[config.mk]
export PLATFORM = sky130hd
export DESIGN_NAME = msdf_mul_sched_flat
export DESIGN_NICKNAME = d
export VERILOG_FILES = /design/src/rtl/msdf_mul_sched_if.sv /design/src/rtl/msdf_mul_sched.sv /design/src/flat_wrapper.sv
export SDC_FILE = /design/constraint.sdc
export NUM_CORES = 1
export LEC_CHECK = 0
export ABC_AREA = 1
export CAP_MARGIN = 20
export CORE_UTILIZATION = 30
export DETAILED_ROUTE_END_ITERATION = 8
export PLACE_DENSITY = 0.54
export SETUP_SLACK_MARGIN = 0.05
export SYNTH_ARGS = -nofsm -noshare
export SYNTH_HDL_FRONTEND = slang
export SYNTH_SLANG_ARGS = --single-unit
[constraint.sdc]
create_clock -name clk -period 3.3 [get_ports clk]
set_clock_uncertainty 0.2 [all_clocks]
set_input_delay 0.66 -clock clk [delete_from_list [all_inputs] [get_ports clk]]
set_output_delay 0.66 -clock clk [all_outputs]
set_load 0.005 [all_outputs]
[src/rtl/msdf_mul_sched_if.sv]
// rtl/msdf_mul_sched_if.sv - request/grant and datapath-control bundle for msdf_mul_sched
interface msdf_mul_sched_if;
  logic [1:0] req;
  logic [1:0] gnt;
  logic       dp_clear;
  logic       load_x;
  logic       ready_zj;
  logic       zj_last;
  logic [7:0] digit_idx;
  logic [1:0] done;
  logic       busy;

  modport master (
    output req,
    input  gnt, dp_clear, load_x, ready_zj, zj_last, digit_idx, done, busy
  );

  modport slave (
    input  req,
    output gnt, dp_clear, load_x, ready_zj, zj_last, digit_idx, done, busy
  );
endinterface

[src/rtl/msdf_mul_sched.sv]
// rtl/msdf_mul_sched.sv - round-robin scheduler sharing one online (MSDF) serial multiplier
// Every output is a flop whose next value is decoded from the next state and next count.
module msdf_mul_sched #(
  parameter int N     = 9,
  parameter int DELTA = 3
) (
  input  logic           clk,
  input  logic           rst,
  msdf_mul_sched_if.slave bus
);
  typedef enum logic [2:0] {S_IDLE, S_CLEAR, S_FEED, S_FLUSH, S_DONE} state_t;

  localparam logic [7:0] FEED_LAST  = 8'(N - 1);
  localparam logic [7:0] FLUSH_LAST = 8'(N + DELTA - 1);
  localparam logic [7:0] FIRST_Z    = 8'(DELTA);

  state_t     state_q, state_d;
  logic [7:0] cnt_q, cnt_d;
  logic       p_q, p_d;
  logic       win_q, win_d;
  logic [1:0] gnt_q, gnt_d;
  logic       dp_clear_q, dp_clear_d;
  logic       load_x_q, load_x_d;
  logic       ready_zj_q, ready_zj_d;
  logic       zj_last_q, zj_last_d;
  logic [7:0] digit_idx_q, digit_idx_d;
  logic [1:0] done_q, done_d;
  logic       busy_q, busy_d;
  logic       digit_phase;
  logic [1:0] win_onehot;

  always_comb begin
    state_d = state_q;
    cnt_d   = cnt_q;
    p_d     = p_q;
    win_d   = win_q;
    case (state_q)
      S_IDLE: begin
        cnt_d = 8'd0;
        if (|bus.req) begin
          state_d = S_CLEAR;
          win_d   = bus.req[p_q] ? p_q : ~p_q;
        end
      end
      S_CLEAR: begin
        state_d = S_FEED;
        cnt_d   = 8'd0;
      end
      S_FEED: begin
        cnt_d = cnt_q + 8'd1;
        if (cnt_q == FEED_LAST) state_d = S_FLUSH;
      end
      S_FLUSH: begin
        if (cnt_q == FLUSH_LAST) begin
          state_d = S_DONE;
          cnt_d   = 8'd0;
        end else begin
          cnt_d = cnt_q + 8'd1;
        end
      end
      S_DONE:  state_d = S_IDLE;
      default: state_d = S_IDLE;
    endcase

    // Fairness: the pointer moves away from the requester just served.
    if (state_d == S_DONE && state_q != S_DONE) p_d = ~win_q;

    digit_phase = (state_d == S_FEED) || (state_d == S_FLUSH);
    win_onehot  = win_d ? 2'b10 : 2'b01;

    gnt_d       = (state_d != S_IDLE) ? win_onehot : 2'b00;
    dp_clear_d  = (state_d == S_CLEAR);
    load_x_d    = (state_d == S_FEED);
    digit_idx_d = digit_phase ? cnt_d : 8'd0;
    // Result digits trail operand digits by the multiplier's online delay.
    ready_zj_d  = digit_phase && (cnt_d >= FIRST_Z) && (cnt_d <= FLUSH_LAST);
    zj_last_d   = digit_phase && (cnt_d == FLUSH_LAST);
    done_d      = (state_d == S_DONE) ? win_onehot : 2'b00;
    busy_d      = (state_d != S_IDLE);
  end

  always_ff @(posedge clk) begin
    if (rst) begin
      state_q     <= S_IDLE;
      cnt_q       <= 8'd0;
      p_q         <= 1'b0;
      win_q       <= 1'b0;
      gnt_q       <= 2'b00;
      dp_clear_q  <= 1'b0;
      load_x_q    <= 1'b0;
      ready_zj_q  <= 1'b0;
      zj_last_q   <= 1'b0;
      digit_idx_q <= 8'd0;
      done_q      <= 2'b00;
      busy_q      <= 1'b0;
    end else begin
      state_q     <= state_d;
      cnt_q       <= cnt_d;
      p_q         <= p_d;
      win_q       <= win_d;
      gnt_q       <= gnt_d;
      dp_clear_q  <= dp_clear_d;
      load_x_q    <= load_x_d;
      ready_zj_q  <= ready_zj_d;
      zj_last_q   <= zj_last_d;
      digit_idx_q <= digit_idx_d;
      done_q      <= done_d;
      busy_q      <= busy_d;
    end
  end

  assign bus.gnt       = gnt_q;
  assign bus.dp_clear  = dp_clear_q;
  assign bus.load_x    = load_x_q;
  assign bus.ready_zj  = ready_zj_q;
  assign bus.zj_last   = zj_last_q;
  assign bus.digit_idx = digit_idx_q;
  assign bus.done      = done_q;
  assign bus.busy      = busy_q;
endmodule

[src/flat_wrapper.sv]
// flat-port wrapper written by rule: the top's interface ports become plain ports
module msdf_mul_sched_flat 
#(
  parameter int N     = 9,
  parameter int DELTA = 3
)
  (clk, rst, bus_req, bus_gnt, bus_dp_clear, bus_load_x, bus_ready_zj, bus_zj_last, bus_digit_idx, bus_done, bus_busy);
  msdf_mul_sched_if bus_i ();
  input  logic clk;
  input  logic rst;
  input wire logic [$bits(bus_i.req)-1:0] bus_req;
  output wire logic [$bits(bus_i.gnt)-1:0] bus_gnt;
  output wire logic [$bits(bus_i.dp_clear)-1:0] bus_dp_clear;
  output wire logic [$bits(bus_i.load_x)-1:0] bus_load_x;
  output wire logic [$bits(bus_i.ready_zj)-1:0] bus_ready_zj;
  output wire logic [$bits(bus_i.zj_last)-1:0] bus_zj_last;
  output wire logic [$bits(bus_i.digit_idx)-1:0] bus_digit_idx;
  output wire logic [$bits(bus_i.done)-1:0] bus_done;
  output wire logic [$bits(bus_i.busy)-1:0] bus_busy;
  assign bus_i.req = bus_req;
  assign bus_gnt = bus_i.gnt;
  assign bus_dp_clear = bus_i.dp_clear;
  assign bus_load_x = bus_i.load_x;
  assign bus_ready_zj = bus_i.ready_zj;
  assign bus_zj_last = bus_i.zj_last;
  assign bus_digit_idx = bus_i.digit_idx;
  assign bus_done = bus_i.done;
  assign bus_busy = bus_i.busy;
  msdf_mul_sched #(.N(N), .DELTA(DELTA)) u_core (.clk(clk), .rst(rst), .bus(bus_i));
endmodule
==> Word level (Yosys, flattened, before mapping) <==
Cells that the tools add are included.
{ "classes": {"div_mod_pow": 0, "n_addsub": 1, "reduce_logical": 12, "bitwise": 5, "muxes": 12, "n_mul": 0, "n_lt_le_gt_ge": 3, "n_eq_ne": 11, "shifts": 0} }
{ "ops": {"columns": ["cell", "n"], "rows": [
  ["== test 8 x 4 -> 1 bit (second input constant)", 3],
  ["case mux 8 bit (3 select lines)", 1],
  ["== test 3 x 2 -> 1 bit (second input constant)", 4],
  ["case mux 3 bit (4 select lines)", 1],
  ["OR reduction 2 bit", 5],
  ["2-to-1 mux 3 bit", 3],
  ["adder 8 x 1 -> 8 bit (second input constant)", 1],
  [">= comparator 8 x 2 -> 1 bit (second input constant)", 1],
  ["less-or-equal comparator 8 x 4 -> 1 bit (second input constant)", 1],
  ["2-to-1 mux 8 bit", 1],
  ["== test 3 x 1 -> 1 bit (second input constant)", 2],
  ["2-to-1 mux 1 bit", 5],
  ["NOT 1 bit", 5],
  ["logical AND 1 bit", 4],
  ["== test 3 bit (second input constant)", 1],
  ["logical NOT 3 bit", 1],
  ["!= test 3 bit (second input constant)", 1],
  ["nonzero test 3 bit", 1],
  ["< comparator 1 x 2 -> 1 bit (second input constant)", 1],
  ["2-to-1 mux 2 bit", 1],
  ["logical OR 1 bit", 1]
]} }
{ "word_totals": {"rom_bits": 0, "in_bits": 4, "mem_count": 0, "register_bits": 30, "latch_bits": 0, "wordCells": 56, "output_inout_bits": 17, "ram_bits": 0} }

==> Logic depth before layout (Yosys ltp) <==
Gate-level depths: netlist of the first run.
{ "logic_depth": {"ltp_word": 7, "depth_mapped": 12, "depth_no_buf": 11} }

==> Worst setup path after synthesis of the first run <==
OpenSTA, ideal clock, no wires.
{ "synth_timing": {"path_type": "input-to-reg", "start": "input bus_req[1]", "end": "register u_core.busy_q (netlist: u_core.bus.busy)", "setup_ps": 117, "required_ps": 2983, "setup_slack_ps": 1706, "cell_stages": 6, "arrival_ps": 1277, "n_path_buf": 0, "cell_sequence": "o21ai_1 > nand3_2 > nand2_1 > inv_2 > nor2_2 > inv_1"} }
{ "synth_between": {"elab_chain_len": 4} }
{ "synth_lines": {"columns": ["item", "line_no", "source"], "rows": [
  ["start: declaration", "flat_wrapper.sv:11", "input wire logic [$bits(bus_i.req)-1:0] bus_req;"],
  ["OR reduction 2 bit", "msdf_mul_sched.sv:40", "if (|bus.req) begin"],
  ["2-to-1 mux 3 bit", "msdf_mul_sched.sv:40", null],
  ["case mux 3 bit (4 select lines)", "msdf_mul_sched.sv:37", "case (state_q)"],
  ["nonzero test 3 bit", "msdf_mul_sched.sv:79", "busy_d = (state_d != S_IDLE);"],
  ["end signal: assignment", "msdf_mul_sched.sv:108", "busy_q <= busy_d;"],
  ["end: declaration", "msdf_mul_sched.sv:28", "logic busy_q, busy_d;"]
]} }
Every way passes these cells.
A chain may end at the register's enable or synchronous reset.

==> run_results.csv, run 1 <==
group,metric,value,unit
timing,hold_violations,0,
status,status,"completed",
route,totalWireLength,2590,um
finish,syn_to_final_growth,24.7,%
die,start_util,31.1,%
logic_synthesis,ys_types,25,
logic_synthesis,yosys_most_used_dff,"dfxtp_1",
timing,relSlewSlack,60.4,%
logic_synthesis,yosysTopAreaCellShare,44.3,%
cts,clk_pin_slew_worst_paths,0.06,ns
route,dr.pass1.iters,4,
logic_synthesis,synth_area_leaders,"dfxtp_1 44%, nand2_1 8.3%, inv_1 7.5%",
hold_path,hold_class,"flop to flop",
timing,worst_slew_pin_slew,0.593,ns
global_routing,track_usage,12.7,%
critical_path,path_max_fanout,12,
cts,clkLatencyLatePin,0.28,ns
finish,fin_util,38.8,%
global_routing,grt_max_degree,13,
finish,final_cells,249,
power_and_ir_drop,power_per_cell_area,460,nW/um2
route,drt_iter0_drc,33,
place,dp_cells,241,
logic_synthesis,yosysWarnings,0,
cts,post_cts_buffers,0,
route,drc_errors,0,
cts,holdBufCountCts,0,
die,core_area,4350,um2
route,route.vias.total,1047,
critical_path,cp-start-kind,"input pin",
logic_synthesis,synth-seq-area-share,44.3,%
die,rows,24,
place,place_hpwl,1890,um
logic_synthesis,syn_nets,178,
timing,post-route-period-util,66.4,%
cts,cts_buffers,5,
logic_synthesis,ys_ff_latch,30,
logic_synthesis,synth_area_per_cell,7.88,um2
route,drtAntennaViolNets,0,
timing,layout_setup_ws,1.11,ns
logic_synthesis,synthTopCellsByCount,"30 x dfxtp_1, 30 x nand2_1, 27 x inv_1",
global_routing,grt_pass1_vias,1026,
timing,rsz0062_at_grt,"false",
route,vias_per_cell,4.20,
place,gp_congestion,0.744,
critical_path,r2r_slack,1.48,ns
die,fp.dieArea,4790,um2
cts,cts_tree,"built",
finish,drive_gt1_share,20.3,%
finish,nFillCells,450,
timing,finalSetupViolCount,0,
job,drv_cap,0,
critical_path,path_class,"input pin to flop",
die,ioPinCount,21,
cts,cts.sinks,30,
logic_synthesis,synth-edff-count,0,
logic_synthesis,syn_inst,172,
die,die_h,69.2,um
finish,antennaDiodeCount,0,
finish,nNetsFinal,202,
place,place_ws,0.798,ns
critical_path,worst_setup_path_end_kind,"flop",
global_routing,antenna_found_initial,0,
route,wl_per_cell,10.4,um
power_and_ir_drop,vdd_drop_max,0.251,mV
cts,cts_buffer_depth,2,
timing,slew_violations,0,
cts,cts-htree-levels,2,
place,io_buffers,20,
critical_path,cp.arrival,2.21,ns
logic_synthesis,syn_area,1360,um2
timing,period_minus_slack,2.19,ns
logic_synthesis,synth.largest_area_cell,"dfxtp_1",
timing,tns,0,ns
global_routing,grt_overflow,0,
logic_synthesis,synthArstFlopShare,0,%
cts,cts_resized,0,
cts,cts-root-buf,"clkbuf_8",
die,fp.dieW,69.2,um
timing,fmax,456,MHz
power_and_ir_drop,p_leak,0.743,nW
critical_path,critPathRequiredTime,3.32,ns
global_routing,grt_pass1_wl,4740,um
## power by group
group / leakage (nW) / switching (mW) / internal (mW) / total [mW]
combinational: 0.451 / 0.0502 / 0.0387 / 0.0890
clock: 0.0482 / 0.134 / 0.168 / 0.302
sequential: 0.244 / 0.00923 / 0.377 / 0.386
total: 0.743 / 0.193 / 0.583 / 0.776
## placed cells by master (no fill, tap or decap), drive strengths merged
| master | n |
|---|---|
| a21boi | 1 |
| a21oi | 1 |
| clkbuf | 7 |
| clkdlybuf4s50 | 20 |
| clkinv | 1 |
| dfxtp | 30 |
| ha | 2 |
| inv | 33 |
| nand2 | 35 |
| nand3 | 16 |
| nand4 | 4 |
| nor2 | 35 |
| nor3 | 4 |
| o21ai | 8 |
## state kept, by name, indices dropped and copies added, names as in the netlist
signal and flops:
u_core.bus.digit_idx 8, u_core.cnt_q 8, u_core.state_q 3, u_core.bus.done 2, u_core.bus.gnt 2, u_core.bus.busy 1, u_core.bus.dp_clear 1, u_core.bus.load_x 1
u_core.bus.ready_zj 1, u_core.bus.zj_last 1, u_core.p_q 1, u_core.win_q 1
## per-stage QoR
step | hold slack [ns] | power (mW) | area, um2
after floorplan | 0.223 | 0.450 | 1360
after global placement | 0.238 | 0.484 | 1600
after detailed placement | 0.241 | 0.484 | 1600
after CTS | 0.251 | 0.785 | 1690
after global routing | 0.311 | 0.815 | 1690
final | 0.251 | 0.776 | 1690
## final timing paths
check,start,end,cells after the start
hold reg to reg,u_core.p_q$_SDFFE_PP0P_,u_core.p_q$_SDFFE_PP0P_,2
setup reg to reg,u_core.state_q[2]$_SDFF_PP0_,u_core.bus.busy$_SDFF_PP0_,7
hold / removal,u_core.p_q$_SDFFE_PP0P_,u_core.p_q$_SDFFE_PP0P_,2
setup / recovery,rst,u_core.bus.zj_last$_SDFF_PP0_,8
## final cells by class
cell class                 count  area (um2)  area share [%]
clock inverter                 1        5.00           0.296
tap                           52        65.1            3.85
multi-input combinational    106         606            35.9
sequential                    30         601            35.6
inverter                      33         126            7.48
timing repair buffer          20         200            11.9
clock buffer                   7        86.3            5.11
## cells by family (layout without fill, tap and decap cells)
group	after synthesis	after routing	synth area share (%)
adder cells (fa/ha/maj)	2	2	1.85
AND/OR/NAND/NOR	94	94	37.9
flip-flops	30	30	44.3
AO/OA/AOI/OAI	10	10	4.99
buffers and inverters	36	61	11.0
## per-layer routing
layer | global-route usage (%) | vias to the layer above | part of all wire [%] | wire length, um
met2 | 18.9 | 22 | 44 | 1130
met4 | 6.12 | 0 | 1.6 | 42
met1 | 16.7 | 449 | 50 | 1300
met3 | 4.07 | 4 | 4.5 | 116
met5 | 0 | - | 0 | 0
li1 | - | 572 | - | -
## critical path, cell delays in order
cell and delay (ns):
clkdlybuf4s50_1 0.67, nor2_1 0.18, inv_1 0.09, nor2_2 0.18, nand2_4 0.14, nor2_4 0.13, nand3_1 0.07, nor2_1 0.08
Note: power is estimated with default switching activity, not from simulation.
==> inputs of run 2 (changes only) <==
--- a/config.mk
+++ b/config.mk
@@ -9,7 +9,7 @@
 export CAP_MARGIN = 20
 export CORE_UTILIZATION = 30
 export DETAILED_ROUTE_END_ITERATION = 8
-export PLACE_DENSITY = 0.54
+export PLACE_DENSITY = 0.55
 export SETUP_SLACK_MARGIN = 0.05
 export SYNTH_ARGS = -nofsm -noshare
 export SYNTH_HDL_FRONTEND = slang
==> constraint.sdc (replaced) <==
create_clock -name clk -period 1.85 [get_ports clk]
set_clock_uncertainty 0.2 [all_clocks]
set_input_delay 0.37 -clock clk [delete_from_list [all_inputs] [get_ports clk]]
set_output_delay 0.37 -clock clk [all_outputs]
set_load 0.005 [all_outputs]
==> run 2 against run 1 <==
Non-clock buffer count rose by 8. Sequential power rose by 78%. Final cell count rose by 3.2%. Highest routed layer unchanged. Via count rose by 3.6%.
==> run_results.csv, run 2 (same netlist as run 1, synthesis figures left out) <==
group,metric,value,unit
status,status,"completed",
critical_path,path_class,"flop to flop",
finish,drive_gt1_share,24.9,%
finish,nNetsFinal,210,
timing,tns,0,ns
power_and_ir_drop,power_per_cell_area,790,nW/um2
finish,multiInputGateArea,612,um2
timing,slew_violations,0,
critical_path,critPathMaxStageDelay,0.33,ns
global_routing,grt_pass1_vias,1050,
critical_path,crit_family,"simple AND/OR/NAND/NOR gates",
cts,post_cts_buffers,0,
critical_path,cp_num_buf_inv,2,
route,drc_errors,0,
timing,period_minus_slack,1.66,ns
power_and_ir_drop,pwr-share-comb,12.4,%
critical_path,crit_slowest_cell,"dfxtp_1",
global_routing,track_usage,12.2,%
critical_path,cp.arrival,1.63,ns
power_and_ir_drop,power_frac_seq,49.1,%
power_and_ir_drop,p_int,1.05,mW
place,gp_congestion,0.768,
place,io_buffers,20,
power_and_ir_drop,power,1.40,mW
route,dr.pass1.iters,4,
timing,post-route-period-util,89.6,%
power_and_ir_drop,vdd_drop_max,0.321,mV
global_routing,grt_pass1_wl,4570,um
cts,cts_buffers,5,
job,drv_cap,0,
route,drtAntennaViolNets,0,
timing,worst_slew_pin_slew,0.280,ns
place,place_hpwl,1930,um
timing,hold_violations,0,
die,start_util,31.1,%
route,vias_per_cell,4.22,
timing,hold-worst-slack,0.252,ns
global_routing,antenna_found_initial,0,
finish,final_cells,257,
cts,cts_buffer_depth,2,
power_and_ir_drop,switching_share,25.0,%
die,fp.dieArea,4790,um2
die,fp.dieW,69.2,um
critical_path,path_max_fanout,7,
die,die_h,69.2,um
cts,cts_tree,"built",
critical_path,cp-start-kind,"flop",
timing,rsz0062_at_grt,"true",
route,wl_per_cell,10.1,um
timing,finalSetupViolCount,0,
die,rows,24,
die,core_area,4350,um2
power_and_ir_drop,pwr-share-clk,38.5,%
finish,syn_to_final_growth,30.7,%
hold_path,hold_class,"flop to flop",
cts,cts-htree-levels,2,
cts,cts.sinks,30,
route,drt_iter0_drc,20,
finish,seq_area,601,um2
route,route.vias.total,1085,
cts,cts-root-buf,"clkbuf_8",
timing,fmax,603,MHz
place,dp_cells,249,
power_and_ir_drop,p_leak,0.783,nW
finish,antennaDiodeCount,0,
critical_path,critPathRequiredTime,1.82,ns
cts,clk_pin_slew_worst_paths,0.06,ns
finish,nFillCells,427,
die,ioPinCount,21,
finish,layout_common_cells,"30 x nand2_1, 30 x dfxtp_1, 27 x inv_1, 25 x nor2_1, 20 x clkdlybuf4s50_1",
timing,relSlewSlack,81.3,%
critical_path,worst_setup_path_end_kind,"flop",
critical_path,cp_cell_sequence,"ha_2 -> nand3_2 -> nor2_2 -> nand3_2 -> nand2_4 -> inv_2 -> nand2_1 -> inv_1 -> nand2_1 -> nor2_1",
route,totalWireLength,2600,um
global_routing,grt_overflow,0,
global_routing,grt_max_degree,12,
power_and_ir_drop,switchingPower,0.351,mW
cts,clkLatencyLatePin,0.28,ns
## run 2: timing repair
item / 4_1_cts / 5_1_grt
endpoints found under the hold margin: 0 / 0
hold buffers: 0 / 0
endpoints found under the setup margin: 0 / 2
resized for setup: 0 / 2
## run 2: through the flow
stage / utilization, % / setup slack (ns) / area, um2
floorplan: - / 0.302 / 1360
global placement: 38.4 / 0.0521 / 1670
detailed placement: 38.4 / 0.0439 / 1670
CTS: 40.5 / 0.163 / 1770
global route: 40.7 / 0.0306 / 1770
finish: 40.7 / 0.193 / 1770
## run 2: worst paths after layout
path | start | to | slack [ns] | depth (start not counted)
max reg2reg | u_core.cnt_q[0]$_SDFF_PP0_ | u_core.bus.ready_zj$_SDFF_PP0_ | 0.19 | 10
min reg2reg | u_core.p_q$_SDFFE_PP0P_ | u_core.p_q$_SDFFE_PP0P_ | 0.25 | 2
min | u_core.p_q$_SDFFE_PP0P_ | u_core.p_q$_SDFFE_PP0P_ | 0.25 | 2
max | u_core.cnt_q[0]$_SDFF_PP0_ | u_core.bus.ready_zj$_SDFF_PP0_ | 0.19 | 10
## run 2: worst min-delay path, delay by kind of cell (launching register included)
kind                   cells  cell delay [ns]
DFF                        1             0.31
buffers and inverters      1             0.05
AOI/OAI and AO/OA          1             0.05
## run 2: layout make-up
type | count | share of cell area (%)
Clock inverter | 2 | 0.706
Tap cell | 52 | 3.67
Sequential cell | 30 | 33.9
Timing Repair Buffer | 28 | 15.4
Multi-Input combinational cell | 106 | 34.5
Clock buffer | 6 | 4.66
Inverter | 33 | 7.13
## run 2: per-layer routing
metal	vias up	part of all wire [%]	track usage (%)
li1	590	-	-
met1	469	50	15.3
met2	21	44	18.9
met3	5	4.5	4.07
met4	0	1.5	5.44
met5	-	0	0
## run 2: power groups by stage
| stage | registers [mW] | logic, mW | clock network [mW] |
|---|---|---|---|
| CTS | 0.687 | 0.176 | 0.559 |
| global route | 0.690 | 0.191 | 0.585 |
| detailed placement | 0.702 | 0.175 | 0 |
| finish | 0.687 | 0.174 | 0.539 |
| global placement | 0.702 | 0.176 | 0 |
| floorplan | 0.703 | 0.101 | 0 |
==> inputs of run 3 (changes only) <==
--- a/config.mk
+++ b/config.mk
@@ -14,3 +14,4 @@
 export SYNTH_ARGS = -nofsm -noshare
 export SYNTH_HDL_FRONTEND = slang
 export SYNTH_SLANG_ARGS = --single-unit
+export TNS_END_PERCENT = 100
==> results of run 3 <==
Final layout, timing and power as in run 2 (identical DEF).
